### src/rtl/uart_sample_framer_if.sv
// Sample-in and transmitter byte handshake bundle for uart_sample_framer.
// The master side is the framer, which drives the byte-valid strobe toward the UART.
interface uart_sample_framer_if;
    logic        i_Sample_DV;
    logic [15:0] i_Sample;
    logic        i_Tx_Active;
    logic        i_Tx_Done;
    logic        o_Tx_DV;
    logic [7:0]  o_Tx_Byte;

    modport master (
        input  i_Sample_DV, i_Sample, i_Tx_Active, i_Tx_Done,
        output o_Tx_DV, o_Tx_Byte
    );

    modport slave (
        output i_Sample_DV, i_Sample, i_Tx_Active, i_Tx_Done,
        input  o_Tx_DV, o_Tx_Byte
    );
endinterface

### src/rtl/uart_sample_framer.sv
// Buffers 16-bit samples in a small FIFO and serialises each one into a
// sync/high/low/checksum frame, paced by the UART transmitter's active/done.
module uart_sample_framer #(
    parameter int unsigned FIFO_AW   = 4,
    parameter logic [7:0]  SYNC_BYTE = 8'hA5
) (
    input  logic                 osc_clk,
    input  logic                 i_Rst_n,
    uart_sample_framer_if.master bus,
    output logic                 o_Busy,
    output logic [FIFO_AW:0]     o_Fifo_Level,
    output logic                 o_Overflow,
    output logic [7:0]           o_Drop_Count
);
    localparam int unsigned        DEPTH    = 1 << FIFO_AW;
    localparam logic [FIFO_AW:0]   LVL_FULL = (FIFO_AW+1)'(DEPTH);
    localparam logic [FIFO_AW:0]   LVL_ONE  = (FIFO_AW+1)'(1);
    localparam logic [FIFO_AW-1:0] PTR_ONE  = FIFO_AW'(1);

    typedef enum logic [2:0] {IDLE, SEND, WAIT_ACT, WAIT_DONE, WAIT_REL} state_t;

    state_t             state_q, state_d;
    logic [1:0]         idx_q, idx_d;
    logic [15:0]        word_q, word_d;
    logic               tx_dv_d, busy_d;
    logic [7:0]         tx_byte_d;

    logic [15:0]        mem [DEPTH];
    logic [FIFO_AW-1:0] wr_ptr_q, rd_ptr_q;
    logic               full, pop, push, drop;

    function automatic logic [7:0] frame_byte(input logic [15:0] w, input logic [1:0] i);
        case (i)
            2'd0:    return SYNC_BYTE;
            2'd1:    return w[15:8];
            2'd2:    return w[7:0];
            default: return w[15:8] ^ w[7:0];
        endcase
    endfunction

    // A pop in the same cycle frees a slot, so a strobe into a full FIFO is still accepted.
    assign full = (o_Fifo_Level == LVL_FULL);
    assign pop  = (state_q == IDLE) && (o_Fifo_Level != '0);
    assign push = bus.i_Sample_DV && (!full || pop);
    assign drop = bus.i_Sample_DV && full && !pop;

    // NOTE: the sample storage has no reset; clearing the pointers and level
    // makes any stale contents unreachable, and a reset-free array maps to RAM.
    always_ff @(posedge osc_clk) begin
        if (push) mem[wr_ptr_q] <= bus.i_Sample;
    end

    // NOTE: sequential state is written with <= so every update in the block
    // sees pre-edge values regardless of statement order.
    always_ff @(posedge osc_clk or negedge i_Rst_n) begin
        if (!i_Rst_n) begin
            wr_ptr_q     <= '0;
            rd_ptr_q     <= '0;
            o_Fifo_Level <= '0;
            o_Overflow   <= 1'b0;
            o_Drop_Count <= '0;
        end else begin
            if (push) wr_ptr_q <= wr_ptr_q + PTR_ONE;
            if (pop)  rd_ptr_q <= rd_ptr_q + PTR_ONE;
            if (push && !pop)      o_Fifo_Level <= o_Fifo_Level + LVL_ONE;
            else if (pop && !push) o_Fifo_Level <= o_Fifo_Level - LVL_ONE;
            if (drop) begin
                o_Overflow <= 1'b1;
                if (o_Drop_Count != 8'hFF) o_Drop_Count <= o_Drop_Count + 8'd1;
            end
        end
    end

    always_ff @(posedge osc_clk or negedge i_Rst_n) begin
        if (!i_Rst_n) begin
            state_q       <= IDLE;
            idx_q         <= '0;
            word_q        <= '0;
            bus.o_Tx_DV   <= 1'b0;
            bus.o_Tx_Byte <= '0;
            o_Busy        <= 1'b0;
        end else begin
            state_q       <= state_d;
            idx_q         <= idx_d;
            word_q        <= word_d;
            bus.o_Tx_DV   <= tx_dv_d;
            bus.o_Tx_Byte <= tx_byte_d;
            o_Busy        <= busy_d;
        end
    end

    // NOTE: each combinational output gets a default before the case so no
    // path leaves it unassigned, which would otherwise infer a latch.
    always_comb begin
        state_d = state_q;
        idx_d   = idx_q;
        word_d  = word_q;
        case (state_q)
            IDLE: begin
                if (pop) begin
                    word_d  = mem[rd_ptr_q];
                    idx_d   = 2'd0;
                    state_d = SEND;
                end
            end
            SEND:      state_d = WAIT_ACT;
            WAIT_ACT:  if (bus.i_Tx_Active) state_d = WAIT_DONE;
            WAIT_DONE: if (bus.i_Tx_Done)   state_d = WAIT_REL;
            WAIT_REL: begin
                if (!bus.i_Tx_Done) begin
                    if (idx_q != 2'd3) begin
                        idx_d   = idx_q + 2'd1;
                        state_d = SEND;
                    end else begin
                        state_d = IDLE;
                    end
                end
            end
            default:   state_d = IDLE;
        endcase
    end

    // Outputs are decoded from the next state and registered, so they are glitch-free.
    always_comb begin
        tx_dv_d   = (state_d == SEND);
        busy_d    = (state_d != IDLE);
        tx_byte_d = bus.o_Tx_Byte;
        if (state_d == SEND) tx_byte_d = frame_byte(word_d, idx_d);
    end
endmodule

### src/flat_wrapper.sv
// flat-port wrapper written by rule: the top's interface ports become plain ports
module uart_sample_framer_flat 
#(
    parameter int unsigned FIFO_AW   = 4,
    parameter logic [7:0]  SYNC_BYTE = 8'hA5
)
  (osc_clk, i_Rst_n, o_Busy, o_Fifo_Level, o_Overflow, o_Drop_Count, bus_i_Sample_DV, bus_i_Sample, bus_i_Tx_Active, bus_i_Tx_Done, bus_o_Tx_DV, bus_o_Tx_Byte);
  uart_sample_framer_if bus_i ();
  input  logic osc_clk;
  input  logic i_Rst_n;
  output logic o_Busy;
  output logic [FIFO_AW:0] o_Fifo_Level;
  output logic o_Overflow;
  output logic [7:0] o_Drop_Count;
  input wire logic [$bits(bus_i.i_Sample_DV)-1:0] bus_i_Sample_DV;
  input wire logic [$bits(bus_i.i_Sample)-1:0] bus_i_Sample;
  input wire logic [$bits(bus_i.i_Tx_Active)-1:0] bus_i_Tx_Active;
  input wire logic [$bits(bus_i.i_Tx_Done)-1:0] bus_i_Tx_Done;
  output wire logic [$bits(bus_i.o_Tx_DV)-1:0] bus_o_Tx_DV;
  output wire logic [$bits(bus_i.o_Tx_Byte)-1:0] bus_o_Tx_Byte;
  assign bus_i.i_Sample_DV = bus_i_Sample_DV;
  assign bus_i.i_Sample = bus_i_Sample;
  assign bus_i.i_Tx_Active = bus_i_Tx_Active;
  assign bus_i.i_Tx_Done = bus_i_Tx_Done;
  assign bus_o_Tx_DV = bus_i.o_Tx_DV;
  assign bus_o_Tx_Byte = bus_i.o_Tx_Byte;
  uart_sample_framer #(.FIFO_AW(FIFO_AW), .SYNC_BYTE(SYNC_BYTE)) u_core (.osc_clk(osc_clk), .i_Rst_n(i_Rst_n), .bus(bus_i), .o_Busy(o_Busy), .o_Fifo_Level(o_Fifo_Level), .o_Overflow(o_Overflow), .o_Drop_Count(o_Drop_Count));
endmodule
### config.mk
export PLATFORM = sky130hd
export DESIGN_NAME = uart_sample_framer_flat
export DESIGN_NICKNAME = d
export VERILOG_FILES = /design/src/rtl/uart_sample_framer_if.sv /design/src/rtl/uart_sample_framer.sv /design/src/flat_wrapper.sv
export SDC_FILE = /design/constraint.sdc
export NUM_CORES = 1
export LEC_CHECK = 0
export BUFFER_PORTS_ARGS = -buffer_cell sky130_fd_sc_hd__buf_4
export CAP_MARGIN = 10
export CELL_PAD_IN_SITES_DETAIL_PLACEMENT = 2
export CELL_PAD_IN_SITES_GLOBAL_PLACEMENT = 2
export CORE_ASPECT_RATIO = 1.1
export CORE_UTILIZATION = 48
export DETAILED_ROUTE_END_ITERATION = 7
export PLACE_DENSITY = 0.86
export SYNTH_ARGS = -nofsm -noshare
export SYNTH_HDL_FRONTEND = slang
export SYNTH_SLANG_ARGS = --single-unit
### constraint.sdc
create_clock -name osc_clk -period 3.59 [get_ports osc_clk]
set_input_delay 0.5385 -clock osc_clk [delete_from_list [all_inputs] [get_ports osc_clk]]
set_output_delay 0.5385 -clock osc_clk [all_outputs]
set_load 0.1 [all_outputs]
==> results of run 1 <==
==> cell usage after synthesis (9+ instances only) <==
master	instances
sky130_fd_sc_hd__buf_2	16
sky130_fd_sc_hd__clkbuf_1	9
sky130_fd_sc_hd__dfrtp_1	53
sky130_fd_sc_hd__edfxtp_1	256
sky130_fd_sc_hd__ha_1	10
sky130_fd_sc_hd__inv_1	16
sky130_fd_sc_hd__mux2i_1	10
sky130_fd_sc_hd__mux4_2	74
sky130_fd_sc_hd__nand2_1	50
sky130_fd_sc_hd__nand3_1	9
sky130_fd_sc_hd__nor2_1	18
sky130_fd_sc_hd__o21ai_0	11
sky130_fd_sc_hd__xnor2_1	11
==> cell families (layout without fill, tap and decap cells) <==
logic type,after synthesis,count (layout),share of synthesized area
flops,309,309,0.730
fa+ha+maj,11,11,0.0118
buf+inv,52,146,0.0214
mux,89,89,0.148
compound gates,53,53,0.0320
xor+xnor,18,18,0.0128
simple gates,112,112,0.0448
==> cell type report <==
cell class                      count  area [µm²]
Inverter                           18        71.3
Timing Repair Buffer               70         551
Clock buffer                       45         935
Sequential cell                   309        9020
Fill cell                        2109       11000
Multi-Input combinational cell    283        3120
Tap cell                          346         433
Clock inverter                     13         103
==> final timing paths <==
check | startpoint | end | cells past startpoint
hold / removal | i_Rst_n | u_core.o_Fifo_Level[1]$_DFFE_PN0P_ | 1
hold reg to reg | u_core.o_Drop_Count[7]$_DFFE_PN0P_ | u_core.o_Drop_Count[7]$_DFFE_PN0P_ | 1
setup reg to reg | u_core.o_Fifo_Level[0]$_DFFE_PN0P_ | u_core.o_Fifo_Level[4]$_DFFE_PN0P_ | 12
min in group osc_clk | bus_i_Tx_Done | u_core.state_q[1]$_DFF_PN0_ | 2
setup / recovery | u_core.o_Fifo_Level[0]$_DFFE_PN0P_ | u_core.o_Fifo_Level[4]$_DFFE_PN0P_ | 12
max in group asynchronous | i_Rst_n | u_core.rd_ptr_q[0]$_DFFE_PN0N_ | 1
==> cells in the final DEF (no fill, tap or decap), drive strengths merged, types with 2 or more instances in the layout <==
| master | Yosys | final |
|---|---|---|
| a21o | 7 | 7 |
| nand2 | 51 | 51 |
| mux2i | 10 | 10 |
| mux4 | 74 | 74 |
| xor2 | 7 | 7 |
| o2111ai | 5 | 5 |
| dfrtp | 53 | 53 |
| o22ai | 2 | 2 |
| nor4 | 5 | 5 |
| ha | 10 | 10 |
| clkinv | 1 | 10 |
| edfxtp | 256 | 256 |
| o211ai | 2 | 2 |
| mux2 | 5 | 5 |
| nor3 | 7 | 7 |
| o21ai | 11 | 11 |
| inv | 17 | 19 |
| a31oi | 3 | 3 |
| nand4 | 6 | 6 |
| and2 | 5 | 5 |
| o21a | 2 | 2 |
| nor2 | 18 | 18 |
| buf | 25 | 70 |
| nor3b | 3 | 3 |
| a311oi | 5 | 5 |
| xnor2 | 11 | 11 |
| a21oi | 8 | 8 |
| a221oi | 4 | 4 |
| nand3 | 9 | 9 |
| or3 | 2 | 2 |
| clkbuf | 9 | 45 |
==> routing by layer <==
layer,up-vias,GRT usage,share of wire
li1,2706,-,-
met1,3515,0.336,0.40
met2,211,0.479,0.53
met3,59,0.0341,0.045
met4,0,0.0900,0.026
met5,-,0,0
==> repair_timing <==
item	CTS	global route
hold buffers	0	0
endpoints found under the setup margin	0	1
resized for setup	0	2
==> worst register-to-register path: stages (launching register included) <==
cell                         delay, ps
sky130_fd_sc_hd__dfrtp_1           470
sky130_fd_sc_hd__nor4_4            300
sky130_fd_sc_hd__nand2_1           100
sky130_fd_sc_hd__nand2_1           310
sky130_fd_sc_hd__clkinvlp_4        290
sky130_fd_sc_hd__ha_1              320
sky130_fd_sc_hd__inv_1             140
sky130_fd_sc_hd__ha_1              290
sky130_fd_sc_hd__nor2b_1           150
sky130_fd_sc_hd__o21a_1            170
sky130_fd_sc_hd__or3_1             310
sky130_fd_sc_hd__a21oi_1           180
sky130_fd_sc_hd__xnor2_1           130
==> sequential cells by signal (all words and copies together), names as in the netlist <==
signal,count
u_core.bus.o_Tx_DV,1
u_core.mem,256
u_core.o_Fifo_Level,5
u_core.o_Drop_Count,8
u_core.o_Overflow,1
u_core.state_q,3
u_core.idx_q,2
u_core.bus.o_Tx_Byte,8
u_core.wr_ptr_q,4
u_core.o_Busy,1
u_core.word_q,16
u_core.rd_ptr_q,4
==> power groups by stage <==
stage	clock [mW]	combinational [mW]	sequential [mW]
after detailed placement	0	3.88	5.07
after global placement	0	3.63	4.95
after global routing	3.47	4.14	5.07
final	3.30	3.89	5.00
after floorplan	0	2.36	5.30
after CTS	3.38	3.95	5.01
==> run metrics, run 1 <==
unrepaired setup endpoints after global routing=false; number of enable flip-flop cells after synthesis=256; fraction of registers with async set/reset=0.172; worst hold-check slack=59.5 ps; critical path peak fanout=8; clock tree from TritonCTS=yes; count of different cell masters after synthesis=54; DRC errors left=0; mean cell area of the mapped netlist=19.2 µm²; final setup violating endpoints=0; power density over cell area=857 nW/µm²; endpoint class of the critical path=register; wire length per cell after detailed routing=30.7 µm; Iter 0 DRT Violations=500; part of the power in the clock network=0.271; reg2reg setup slack=350 ps; leak pwr=4.94 nW; vias after detailed routing=6491; Cell Area, Placed=13200 µm²; synth-to-layout area growth=15.2%; number of antenna violations at the first check in global routing=0; clock latency on the worst-skew pair=520 ps; startpoint kind of the worst setup timing path=register; quantity of I/O buffers inserted on ports=44; total I/O pin count=45; Floorplan Core Area=25300 µm²; clock sink total=309; first-pass GRT wire length=49200 µm; Max Buffers Root-to-Sink=3; Sw Share=0.354; number of buffer and inverter instances along the worst setup path=2; number of failing hold endpoints at the final stage=0; total power after layout=12.2 mW; overall die height=170 µm; count of maximum capacitance violations=0; via count of the first global-routing pass=7280; post-route cell area=14200 µm²; Final Net Count=748; post-CTS setup buffers=0; row count=61; Worst path slowest cell=sky130_fd_sc_hd__dfrtp_1; sequential fraction of the synthesis area=0.730; final worst path period need=3240 ps; H-tree levels=2; Syn Std Cell Area=12400 µm²; area enclosed by the die boundary=26400 µm²; total half-perimeter wirelength after legalization and detailed placement=20400 µm; clock edge transition at the registers on the reported setup and hold paths=60 ps; Die Wd=155 µm; cells after synthesis=644; relative contribution of sequential cells to total power=0.410; power dissipated by switching net loads=4.32 mW; final core utilization=0.563; cell count after placement=1026; top_reg_cell synth=sky130_fd_sc_hd__edfxtp_1; total grt overflow=0; overall routing resource usage=0.267; layout cells sized above 1=0.301; cells traversed along the worst timing path=nor4_4, nand2_1, nand2_1, clkinvlp_4, ha_1, inv_1, ha_1, nor2b_1, o21a_1, or3_1, a21oi_1, xnor2_1; worst endpoint required time=4030 ps; Combinational Power Share=0.319; synthesized net count=676; Fin Setup TNS=0 ps; Tightest Hold Check Type=input pin to async pin; synthesis-stage register bit count=309; library cell occupying the most area in the post-synthesis netlist=sky130_fd_sc_hd__edfxtp_1; Highest Clock Rate=0.308 GHz; Antenna Cells=0; clock buffer count from CTS=34; RePlAce Congestion=0.811; Initial DRT Pass Iterations=5; critical path data arrival time=3680 ps; Starting Density=0.489; average via count per standard cell=5.99; Final WS setup=348 ps; start-to-end type of the worst setup path=register to register; Worst IR Drop VDD=0.456 mV; internal power=7.88 mW; number of nets still failing antenna checks after routing=0; Area contributors post-synth=sky130_fd_sc_hd__edfxtp_1 (62%), sky130_fd_sc_hd__mux4_2 (13%), sky130_fd_sc_hd__dfrtp_1 (11%); Slew @ Worst Pin=1060 ps; max-slew headroom at the worst pin=0.292; cell family with the largest share of critical-path delay=simple AND/OR/NAND/NOR gates; final instance count without filler cells=1084; Clock Skew=27.2 ps; worst setup timing slack at the placement stage=286 ps; result of the run=finished, final reports clean; final count of pins violating max slew=0; total wire length=33300 µm; pin count of the biggest net entering global routing=54; fraction of the cycle the final worst path needs=0.903; number of warning messages in the yosys log=0; biggest cell delay along the critical path=470 ps; proportion of netlist area held by the largest area contributor=0.622; CTS Root Buffer Type=sky130_fd_sc_hd__clkbuf_16
(Power assumes the default switching activity.)
==> run 2, diff against run 1 <==
==> constraint.sdc (replaced) <==
create_clock -name osc_clk -period 3.59 [get_ports osc_clk]
set_input_delay 0 -clock osc_clk [delete_from_list [all_inputs] [get_ports osc_clk]]
set_output_delay 0 -clock osc_clk [all_outputs]
set_load 0.1 [all_outputs]
==> run metrics, run 2 (synthesized netlist as in run 1, its figures left out) <==
result of the run=finished, final reports clean; startpoint kind of the worst setup timing path=register; Floorplan Core Area=25300 µm² (unchanged); final count of pins violating max slew=0 (unchanged); Iter 0 DRT Violations=539 (+7.8%); fraction of the cycle the final worst path needs=0.916 (+0.0134); critical path data arrival time=3700 ps (+20 ps); number of antenna violations at the first check in global routing=0 (unchanged); final worst path period need=3290 ps (+48.0 ps); leak pwr=5.04 nW (+2.0%); cell depth of the worst flop-to-flop path=12 (unchanged); pin count of the biggest net entering global routing=54 (unchanged); biggest registers after layout=u_core.mem: 256 flops, u_core.word_q: 16 flops; average via count per standard cell=5.95 (-0.67%); wire length per cell after detailed routing=30.6 µm (-0.62%); post-route cell area=14500 µm² (+1.8%); overall routing resource usage=0.270 (+0.00263); number of failing hold endpoints at the final stage=0 (unchanged); Initial DRT Pass Iterations=5 (unchanged); Max Buffers Root-to-Sink=3 (unchanged); overall die height=170 µm (unchanged); number of buffer and inverter instances along the worst setup path=2 (unchanged); total wire length=33900 µm (+1.8%); most common library cell in the layout ignoring fill and taps=sky130_fd_sc_hd__edfxtp_1; H-tree levels=2 (unchanged); clock buffer count from CTS=34 (unchanged); cell family with the largest share of critical-path delay=simple AND/OR/NAND/NOR gates; Die Wd=155 µm (unchanged); via count of the first global-routing pass=7289 (+0.12%); reg2reg setup slack=300 ps (-50 ps); post-CTS setup buffers=0 (unchanged); vias after detailed routing=6602 (+1.7%); row count=61 (unchanged); count of maximum capacitance violations=0 (unchanged); number of nets still failing antenna checks after routing=0 (unchanged); clock latency on the worst-skew pair=510 ps (about the same); total grt overflow=0 (unchanged); highest-count cells in the layout ignoring fill and taps=sky130_fd_sc_hd__edfxtp_1 (256), sky130_fd_sc_hd__mux4_2 (74), sky130_fd_sc_hd__buf_4 (72); DRC errors left=0 (unchanged); Reg with most FFs=u_core.mem; RePlAce Congestion=0.830 (+2.3%); Fill cells=2083 (-1.2%); Antenna Cells=0 (unchanged); final setup violating endpoints=0 (unchanged); Worst path slowest cell=sky130_fd_sc_hd__dfrtp_1; Clock Skew=24.0 ps (-3.12 ps); Cell Area, Placed=13200 µm² (about the same); worst endpoint required time=4010 ps (-20 ps); Final Net Count=771 (+3.1%); start-to-end type of the worst setup path=register to register; Critical R2R Launch=u_core.o_Fifo_Level[0]$_DFFE_PN0P_; Starting Density=0.489 (unchanged); total half-perimeter wirelength after legalization and detailed placement=21300 µm (+4.3%); first-pass GRT wire length=49900 µm (+1.4%); max reg flops=256 (unchanged); cells traversed along the worst timing path=nor4_4, nand2_1, nand2_1, clkinvlp_4, ha_1, inv_1, ha_1, nor2b_1, o21a_1, or3_1, a21oi_1, xnor2_1; clock edge transition at the registers on the reported setup and hold paths=60 ps (about the same); area enclosed by the die boundary=26400 µm² (unchanged); Fin Setup TNS=0 ps (unchanged); layout cells sized above 1=0.298 (-0.00238); biggest cell delay along the critical path=450 ps (-20 ps); clock tree from TritonCTS=yes; quantity of I/O buffers inserted on ports=44 (unchanged); clock sink total=309 (unchanged); CTS Root Buffer Type=sky130_fd_sc_hd__clkbuf_16; endpoint class of the critical path=register; power density over cell area=852 nW/µm² (-0.63%); Highest Clock Rate=0.304 GHz (-1.5%); Worst IR Drop VDD=0.492 mV (+8.0%); Tightest Hold Check Type=input pin to async pin; max-slew headroom at the worst pin=0.295 (+0.00284); total I/O pin count=45 (unchanged); total power after layout=12.3 mW (+1.2%); Slew @ Worst Pin=1060 ps (-4.26 ps); critical path peak fanout=8 (unchanged); end of the worst register-to-register path=u_core.o_Fifo_Level[4]$_DFFE_PN0P_; worst hold-check slack=101 ps (+41.3 ps); unrepaired setup endpoints after global routing=false; synth-to-layout area growth=17.3%
-- run 2: changes by cell type in the layout (fill, tap and decap cells not counted) --
cell,previous run,this run
sky130_fd_sc_hd__dlygate4sd3_1,0,20
sky130_fd_sc_hd__clkinvlp_4,1,6
sky130_fd_sc_hd__buf_4,68,72
sky130_fd_sc_hd__clkbuf_1,9,5
sky130_fd_sc_hd__clkinv_1,2,6
sky130_fd_sc_hd__bufinv_16,1,3
sky130_fd_sc_hd__buf_12,2,1
sky130_fd_sc_hd__clkbuf_16,36,35
sky130_fd_sc_hd__clkinv_2,6,5
sky130_fd_sc_hd__clkinv_4,2,1
sky130_fd_sc_hd__inv_6,2,1
-- run 2: how the worst max path moves through the flow --
stage / start / end / slack (ps) / cells past startpoint
6_report: u_core.o_Fifo_Level[0]$_DFFE_PN0P_ / u_core.o_Fifo_Level[4]$_DFFE_PN0P_ / 300 / 12
5_1_grt: u_core.o_Fifo_Level[0]$_DFFE_PN0P_ / u_core.o_Fifo_Level[4]$_DFFE_PN0P_ / 20 / 12
4_1_cts: u_core.state_q[2]$_DFF_PN0_ / u_core.o_Fifo_Level[4]$_DFFE_PN0P_ / 210 / 12
3_5_place_dp: u_core.o_Fifo_Level[0]$_DFFE_PN0P_ / u_core.o_Fifo_Level[4]$_DFFE_PN0P_ / 260 / 12
3_3_place_gp: u_core.o_Fifo_Level[0]$_DFFE_PN0P_ / u_core.o_Fifo_Level[4]$_DFFE_PN0P_ / 550 / 12
2_1_floorplan: u_core.o_Fifo_Level[0]$_DFFE_PN0P_ / u_core.o_Fifo_Level[4]$_DFFE_PN0P_ / 120 / 13
-- run 2: metal layers --
metal,vias up,track usage,share of wire,wire (µm)
met3,65,0.0397,0.047,1600
met4,0,0.0921,0.030,1030
met5,-,0,0,0
met2,231,0.484,0.54,18200
li1,2752,-,-,-
met1,3554,0.335,0.39,13100
-- run 2: worst reg2reg max path: cells and delay by family (launching register included) --
family | cells | cell delay [ps]
AND/OR/NAND/NOR | 5 | 1200
AO/OA/AOI/OAI | 2 | 380
adder cells (fa/ha/maj) | 2 | 600
flip-flops | 1 | 450
buffers and inverters | 2 | 430
XOR/XNOR | 1 | 140
-- run 2: final cells by class --
type                    instances  area, µm²  area share
clock buffers                  40        895      0.0617
well taps                     346        433      0.0299
multi-input cells             283       3120       0.215
repair buffers                 93        761      0.0525
inverters                      18       71.3     0.00492
clock inverters                21        193      0.0133
flip-flops and latches        309       9020       0.622
-- run 2: power by group --
part | leakage (nW) | internal (mW) | switching, mW
registers | 2.95 | 4.43 | 0.512
logic | 1.56 | 1.54 | 2.42
clock network | 0.518 | 2.01 | 1.42
-- run 2: what timing repair did --
item                                    CTS  global route
endpoints found under the hold margin   314             0
hold buffers                             20             0
resized for setup                         0             2
endpoints found under the setup margin    0             1
-- run 2: metrics by stage --
step	util	cells	setup slack (ps)
2_1_floorplan	-	644	116
3_3_place_gp	0.522	1029	551
3_5_place_dp	0.522	1029	258
4_1_cts	0.573	1110	214
5_1_grt	0.574	1110	20.4
6_report	0.574	1110	300
